**config.mk**
```make
export PLATFORM = sky130hd
export DESIGN_NAME = ysyx_220053_fetch_ctrl
export DESIGN_NICKNAME = d
export VERILOG_FILES = /design/src/rtl/ysyx_220053_pkg.sv /design/src/rtl/ysyx_220053_fetch_buf.sv /design/src/rtl/ysyx_220053_fetch_ctrl.sv
export SDC_FILE = /design/constraint.sdc
export NUM_CORES = 1
export LEC_CHECK = 0
export ABC_AREA = 1
export BUFFER_PORTS_ARGS = -buffer_cell sky130_fd_sc_hd__buf_2
export CORE_ASPECT_RATIO = 0.6
export CORE_MARGIN = 2
export CORE_UTILIZATION = 45
export DETAILED_ROUTE_END_ITERATION = 6
export PLACE_DENSITY_LB_ADDON = 0.05
export SKIP_CTS_REPAIR_TIMING = 1
export SLEW_MARGIN = 30
export SYNTH_ARGS = -nofsm -noshare
export SYNTH_HDL_FRONTEND = slang
export SYNTH_SLANG_ARGS = --single-unit
```
**constraint.sdc**
```tcl
create_clock -name clk -period 5.5 [get_ports clk]
set_clock_uncertainty 0.15 [all_clocks]
set_input_delay 1.1 -clock clk [delete_from_list [all_inputs] [get_ports clk]]
set_output_delay 1.1 -clock clk [all_outputs]
set_load 0.02 [all_outputs]
```
**src/rtl/ysyx_220053_pkg.sv**
```systemverilog
// Shared fetch definitions: FSM state encoding and reset PC default.
// Also used by difftest glue to decode the fetch state.
package ysyx_220053_pkg;

  typedef enum logic [1:0] {
    FS_REQ  = 2'd0,
    FS_WAIT = 2'd1,
    FS_HOLD = 2'd2,
    FS_DROP = 2'd3
  } fetch_state_e;

  localparam logic [63:0] RESET_PC_DEF = 64'h0000_0000_8000_0000;

  localparam logic [63:0] PC_STEP = 64'd4;

endpackage

```
**src/rtl/ysyx_220053_fetch_buf.sv**
```systemverilog
// Fetch output buffer: holds instruction, its pc and fault flag.
// Contents change only on load; cleared by synchronous reset.
module ysyx_220053_fetch_buf #(
  parameter int INST_W = 32
) (
  input  logic              clk,
  input  logic              rst,
  input  logic              load,
  input  logic [INST_W-1:0] d_inst,
  input  logic [63:0]       d_pc,
  input  logic              d_err,
  output logic [INST_W-1:0] q_inst,
  output logic [63:0]       q_pc,
  output logic              q_err
);

  // capture a returned fetch; otherwise hold for decode
  always_ff @(posedge clk) begin
    if (!rst) begin
      q_inst <= '0;
      q_pc   <= '0;
      q_err  <= 1'b0;
    end else if (load) begin
      q_inst <= d_inst;
      q_pc   <= d_pc;
      q_err  <= d_err;
    end
  end

endmodule

```
**src/rtl/ysyx_220053_fetch_ctrl.sv**
```systemverilog
// Fetch sequencer: owns the fetch pc, one outstanding imem request,
// buffers the result for decode and applies EXU redirects.
module ysyx_220053_fetch_ctrl
  import ysyx_220053_pkg::*;
#(
  parameter logic [63:0] RESET_PC = RESET_PC_DEF,
  parameter int          INST_W   = 32
) (
  input  logic              clk,
  input  logic              rst,
  input  logic              redirect_valid,
  input  logic [63:0]       redirect_pc,
  output logic              imem_req_valid,
  output logic [63:0]       imem_req_addr,
  input  logic              imem_req_ready,
  input  logic              imem_resp_valid,
  input  logic [INST_W-1:0] imem_resp_data,
  input  logic              imem_resp_err,
  output logic              inst_valid,
  input  logic              inst_ready,
  output logic [INST_W-1:0] inst,
  output logic [63:0]       inst_pc,
  output logic              inst_err,
  output logic [63:0]       pc
);

  fetch_state_e state;
  fetch_state_e state_n;
  logic [63:0]  pc_n;
  logic [63:0]  tgt;
  logic         load;

  assign tgt = redirect_pc & ~64'd3;

  assign imem_req_valid = (state == FS_REQ);
  assign imem_req_addr  = pc;
  assign inst_valid     = (state == FS_HOLD) && !redirect_valid;

  // state and pc registers
  always_ff @(posedge clk) begin
    if (!rst) begin
      state <= FS_REQ;
      pc    <= RESET_PC;
    end else begin
      state <= state_n;
      pc    <= pc_n;
    end
  end

  // next state, next pc and buffer load; redirect always wins
  always_comb begin
    state_n = state;
    pc_n    = pc;
    load    = 1'b0;
    case (state)
      FS_REQ: begin
        if (redirect_valid) begin
          pc_n = tgt;
          if (imem_req_ready) state_n = FS_DROP;
        end else if (imem_req_ready) begin
          state_n = FS_WAIT;
        end
      end
      FS_WAIT: begin
        if (imem_resp_valid && redirect_valid) begin
          pc_n    = tgt;
          state_n = FS_REQ;
        end else if (imem_resp_valid) begin
          load    = 1'b1;
          state_n = FS_HOLD;
        end else if (redirect_valid) begin
          pc_n    = tgt;
          state_n = FS_DROP;
        end
      end
      FS_HOLD: begin
        if (redirect_valid) begin
          pc_n    = tgt;
          state_n = FS_REQ;
        end else if (inst_ready) begin
          pc_n    = pc + PC_STEP;
          state_n = FS_REQ;
        end
      end
      FS_DROP: begin
        if (redirect_valid) pc_n = tgt;
        if (imem_resp_valid) state_n = FS_REQ;
      end
      default: state_n = FS_REQ;
    endcase
  end

  ysyx_220053_fetch_buf #(
    .INST_W(INST_W)
  ) u_buf (
    .clk    (clk),
    .rst    (rst),
    .load   (load),
    .d_inst (imem_resp_data),
    .d_pc   (pc),
    .d_err  (imem_resp_err),
    .q_inst (inst),
    .q_pc   (inst_pc),
    .q_err  (inst_err)
  );

endmodule
```
**Yosys cells after proc, flatten, opt, wreduce, memory -nomap -nowiden**

Index checks and enable logic that the tools add are counted.

- Word-level logic and storage cells: 40
- Bits of input ports: 103
- Flip-flop bits (word level): 163

- Equal/unequal tests: 8
- Muxes and demuxes: 19
- Add/sub/neg operators: 1
- Reductions and logical operators: 7

Operator list:

| operator | count |
|---|---|
| $mux W64 | 5 |
| $pmux W64 S3 | 1 |
| $add A64 B3 Y64 const B | 1 |
| $mux W2 | 9 |
| $pmux W2 S4 | 1 |
| $ne A3 B3 Y1 const B | 2 |
| $eq A2 B2 Y1 const B | 2 |
| $ne A4 B4 Y1 const B | 1 |
| $reduce_and A4 Y1 | 1 |
| $mux W1 | 3 |
| $eq A2 B1 Y1 const B | 1 |
| $logic_and A1 B1 Y1 | 2 |
| $logic_not A2 Y1 | 1 |
| $ne A2 B1 Y1 const B | 1 |
| $ne A2 B2 Y1 const B | 1 |
| $reduce_and A2 Y1 | 1 |
| $reduce_or A2 Y1 | 1 |
| $logic_not A1 Y1 | 1 |

**Logic depth before layout (Yosys ltp)**

- Word-level depth: 4
- Depth in mapped cells: 13

**Cells and area by module**

Synthesis repeated with hierarchy kept, for this count alone.

- Cells, all modules: 1,719
- Area, all modules: 10,591.4 um^2

By module, submodules not included:

| module | area an instance (um^2) | cells each | instances | sequential area each (um^2) |
|---|---|---|---|---|
| ysyx_220053_fetch_ctrl | 6,487.5 | 1,104 | 1 | 1,321.3 |
| ysyx_220053_fetch_buf | 4,103.9 | 615 | 1 | 1,941.9 |

**Least setup slack after synthesis**

OpenSTA, ideal clock, no wires.

- Kind: input to output
- Start point: input redirect_valid
- End point: output inst_valid
- Buffers on the path: 3
- Arrival: 1.949 ns
- Cell stages on the path: 4
- Slack: 2.301 ns
- Path through: buf_4 clkbuf_1 clkbuf_1 nor2_1

- Longest elaborated chain between the ends: 2

Ends and longest elaborated chain:

| what | line | text |
|---|---|---|
| from (decl) | ysyx_220053_fetch_ctrl.sv:11 | `input logic redirect_valid,` |
| $logic_not A1 Y1 | ysyx_220053_fetch_ctrl.sv:37 | `assign inst_valid = (state == FS_HOLD) && !redirect_valid;` |
| $logic_and A1 B1 Y1 | ysyx_220053_fetch_ctrl.sv:37 |  |
| to (decl) | ysyx_220053_fetch_ctrl.sv:19 | `output logic inst_valid,` |

Every way passes these cells.

**Worst setup path after layout**

- Start point: register state[0]
- End point: register pc[15], in the netlist imem_req_addr[15]

- Longest elaborated chain between the ends: 3
- Elaborated cells on any way between the ends: 9
- Those cells by class: 5 x eq/ne; 1 x mux; 3 x reduce/logical

Ends and longest elaborated chain:

| what | line | text |
|---|---|---|
| from (decl) | ysyx_220053_fetch_ctrl.sv:27 | `fetch_state_e state;` |
| from (signal assigned) | ysyx_220053_fetch_ctrl.sv:45 | `state <= state_n;` |
| $eq A2 B2 Y1 (tied with other cells) | ysyx_220053_fetch_ctrl.sv:55 | `case (state)` |
| $reduce_or A2 Y1 (no line) or $ne A3 B3 Y1 (tied branches) | -- |  |
| $pmux W64 S3 or $reduce_and A2 Y1 (tied branches) | -- |  |
| to (signal assigned) | ysyx_220053_fetch_ctrl.sv:46 | `pc <= pc_n;` |
| to (decl) | ysyx_220053_fetch_ctrl.sv:24 | `output logic [63:0] pc` |

Parallel ways exist; a longest one is shown, timed or not.
A chain may end at the register's enable or synchronous reset.

==> metrics.md <==
| Metric | Value |
|---|---|
| Post-synthesis mux area share | `0%` |
| Crit path capture type | `flop` |
| Final ANT Viol Nets | `0` |
| Mapped Area | `between 0.009 and 0.01 mm^2` |
| Row cnt | `41` |
| Placed Area | `around 0.011 mm^2` |
| Chip width | `about 190 um` |
| Core outline area | `~0.021 mm^2` |
| Post-Synthesis Cells | `1483` |
| Clock group share of total power | `23.9%` |
| CP arrival | `~3.4 ns` |
| Worst min path class | `reg -> reg` |
| Met2 usage | `about two fifths` |
| Most used routing layer in global routing | `met1` |
| # nets final | `1800` |
| Sw Pwr | `~0.0025 W` |
| Placed cells | `a little under 2000` |
| Layout cell share with drive strength beyond 1 | `24.3%` |
| CP Data Required Time | `between 5 and 6 ns` |
| DR vias | `roughly 11000` |
| Area grow syn2layout | `19.1%` |
| N_diodes | `0` |
| Vias per inst | `between 5 and 6` |
| VDD IR-drop max | `about 0.26 mV` |
| Yosys reg bits | `163` |
| First-pass GRT wire length | `around 54000 um` |
| Crit start category | `flop` |
| Worst-Margin Slew | `just under 1 ns` |
| Largest net degree at the start of global routing | `94` |
| GRT Total Usage | `a little under a third` |
| Final Non-Filler Cells | `1983` |
| RD Place Congestion | `~0.95` |
| Worst-Skew Late Latency | `0.45 ns` |
| Synth Area in Adders | `less than 1%` |
| Clk root buf | `clkbuf_16` |
| H-tree levels | `4` |
| DRC | `0` |
| I/O Buffers | `approximately 330` |
| Pwr Total | `0.00530 W` |
| Initial Util | `a little under half` |
| Initial antenna violation count | `0` |
| Most common cell after layout, fill and taps aside | `buf_2` |
| Post-DR wirelength/cell | `around 18 um` |
| Comb power frac | `42.1%` |
| Synthesized area per cell | `roughly 6.5 um^2` |
| Crit path kind | `reg -> reg` |
| Pleak | `~5.1 nW` |
| Sequential fraction of design power | `around a third` |
| Most frequent cells in the layout | `326 x buf_2, 264 x nand2_1, 242 x nor2_1, 176 x o21ai_0, 163 x dfxtp_1` |
| Grt ovf | `0` |
| Worst-path clk slew | `around 0.07 ns` |
| Mapped Nets | `roughly 1600` |
| Period minus WS final | `between 3 and 4 ns` |
| Setup-failing EPs final | `0` |
| DP HPWL | `25300 um` |
| Max-slew violation count | `0` |
| Die Area | `~0.023 mm^2` |
| Yosys warns | `0` |
| Post-synthesis compound-gate area fraction | `between 20% and 30%` |
| CTS Buf Count | `17` |
| DRT Wirelength | `approximately 36000 um` |
| Grt met3 use | `roughly 6.6%` |
| Synth unique cells | `40` |
| Vias in the first global route | `about 9300` |
| Post-Synth XOR/XNOR Area | `less than 1%` |
| Max Freq | `between 300 and 400 MHz` |
| Register area share after synthesis | `roughly a third` |
| Pre-CTS WS | `1.88 ns` |
| Final period util | `around 60%` |
| Fill cells | `~2200` |
| Max_slew headroom | `34.8%` |
| Simple-gate portion of the synthesized area | `a little under a third` |
| Pint | `between 0.002 and 0.003 W` |
| Pre-Repair DR Iteration Count | `7` |
| Met1 Usage GRT | `between 40% and 50%` |
| Final hold viol count | `0` |
| Sw frac | `~47%` |
| TritonCTS clock tree | `built` |
| RSZ-0062 raised after global routing | `false` |
| Fin area | `~0.011 mm^2` |
| Pwr dens | `462 mW/mm^2` |
| Final worst setup slack | `2.29 ns` |
| Maxcap violations | `0` |
| Setup_tns | `0 ns` |
| Largest family of logic cells by synthesized area | `simple AND/OR/NAND/NOR gates` |
| CP Max Fanout | `between 60 and 70` |
| CTS Buffer Depth | `2` |
| DR iter-0 viols | `roughly 1000` |
| Die Y | `117 um` |
| Status | `completed` |
| Clk sinks | `163` |
| I/O pin cnt | `330` |
[stage by stage]
step / util (%) / hold slack [ns]
after floorplan: - / 0.378
after global placement: 51.8 / 0.302
after detailed placement: 51.8 / 0.303
after CTS: 54.7 / 0.313
after global routing: 54.7 / 0.325
final: 54.7 / 0.315
[sequential cells by signal (all words and copies together), names as in the netlist]
signal and flops:
imem_req_addr 64, state 2, u_buf.q_err 1, u_buf.q_inst 32, u_buf.q_pc 64
[final cells by class]
class,instances,area [um^2],share of cell area (%)
multi-input combinational,1063,5140,44.8
sequential,163,3260,28.4
timing repair buffer,338,1720,15.0
clock buffer,17,425,3.71
inverter,108,408,3.56
tap,279,349,3.04
clock inverter,15,170,1.48
[path summary, 6_finish.rpt]
kind / startpoint / endpoint / slack (ns) / cells after the start
min: u_buf.q_pc[9]$_SDFFE_PN0P_ / u_buf.q_pc[9]$_SDFFE_PN0P_ / 0.31 / 2
max: state[0]$_SDFFE_PN0P_ / imem_req_addr[15]$_SDFFE_PN0P_ / 2.29 / 11
min reg2reg: u_buf.q_pc[9]$_SDFFE_PN0P_ / u_buf.q_pc[9]$_SDFFE_PN0P_ / 0.31 / 2
max reg2reg: state[0]$_SDFFE_PN0P_ / imem_req_addr[15]$_SDFFE_PN0P_ / 2.29 / 11
[metal layers]
metal / part of all wire [%] / vias to the layer above
met5: 0 / -
met4: 1.7 / 0
met3: 10 / 40
met2: 39 / 574
met1: 48 / 4921
li1: - / 5314
[power by group through the flow]
stage | combinational [W] | sequential [W] | clock (W)
5_1_grt | 0.00244 | 0.00184 | 0.00133
4_1_cts | 0.00221 | 0.00179 | 0.00128
2_1_floorplan | 0.00138 | 0.00200 | 0
6_report | 0.00223 | 0.00180 | 0.00126
3_3_place_gp | 0.00219 | 0.00181 | 0
3_5_place_dp | 0.00221 | 0.00181 | 0
[cells by family after synthesis]
logic type | count (synthesis)
flip-flops | 163
AO/OA/AOI/OAI | 377
XOR/XNOR | 2
AND/OR/NAND/NOR | 678
adder cells (fa/ha/maj) | 6
buffers and inverters | 257
[critical path: stages, from the launching register on]
cell and delay (ns):
dfxtp_1 0.41, inv_1 0.10, ha_1 0.31, nand2_1 0.15, nand2_1 0.06, buf_4 0.32, inv_1 0.15, buf_4 0.61
o211ai_1 0.33, a21oi_1 0.24, o21ai_0 0.13, a21oi_1 0.16
[synth_stat cells]
master | count | area (um^2)
nor2_8 | 2 | 40.0
nor3b_1 | 1 | 7.51
a21oi_1 | 110 | 551
dfxtp_1 | 163 | 3260
nand3b_2 | 1 | 11.3
o221ai_1 | 3 | 26.3
inv_1 | 103 | 387
nor2_1 | 242 | 908
a31oi_1 | 7 | 43.8
nand2_2 | 9 | 56.3
nand2_4 | 2 | 22.5
a21oi_2 | 2 | 17.5
a211oi_1 | 62 | 465
nor2_2 | 12 | 75.1
o21a_1 | 1 | 7.51
a41oi_1 | 1 | 8.76
nand3_1 | 85 | 425
xor2_1 | 2 | 17.5
inv_2 | 5 | 18.8
ha_1 | 6 | 75.1
a221oi_1 | 2 | 17.5
nand3b_1 | 2 | 15.0
clkbuf_1 | 63 | 236
nor3_1 | 25 | 125
nand4_1 | 17 | 106
nor2_4 | 5 | 56.3
nand3_2 | 4 | 40.0
o211ai_2 | 1 | 12.5
buf_4 | 65 | 488
o211ai_1 | 7 | 52.6
o21ai_0 | 176 | 881
nor4_1 | 3 | 18.8
a22oi_1 | 2 | 15.0
o21bai_1 | 2 | 15.0
buf_1 | 2 | 7.51
o22ai_1 | 1 | 6.26
buf_2 | 19 | 95.1
and3_1 | 1 | 6.26
nand2_1 | 264 | 991
and2_1 | 3 | 18.8
(Power assumes the default switching activity.)
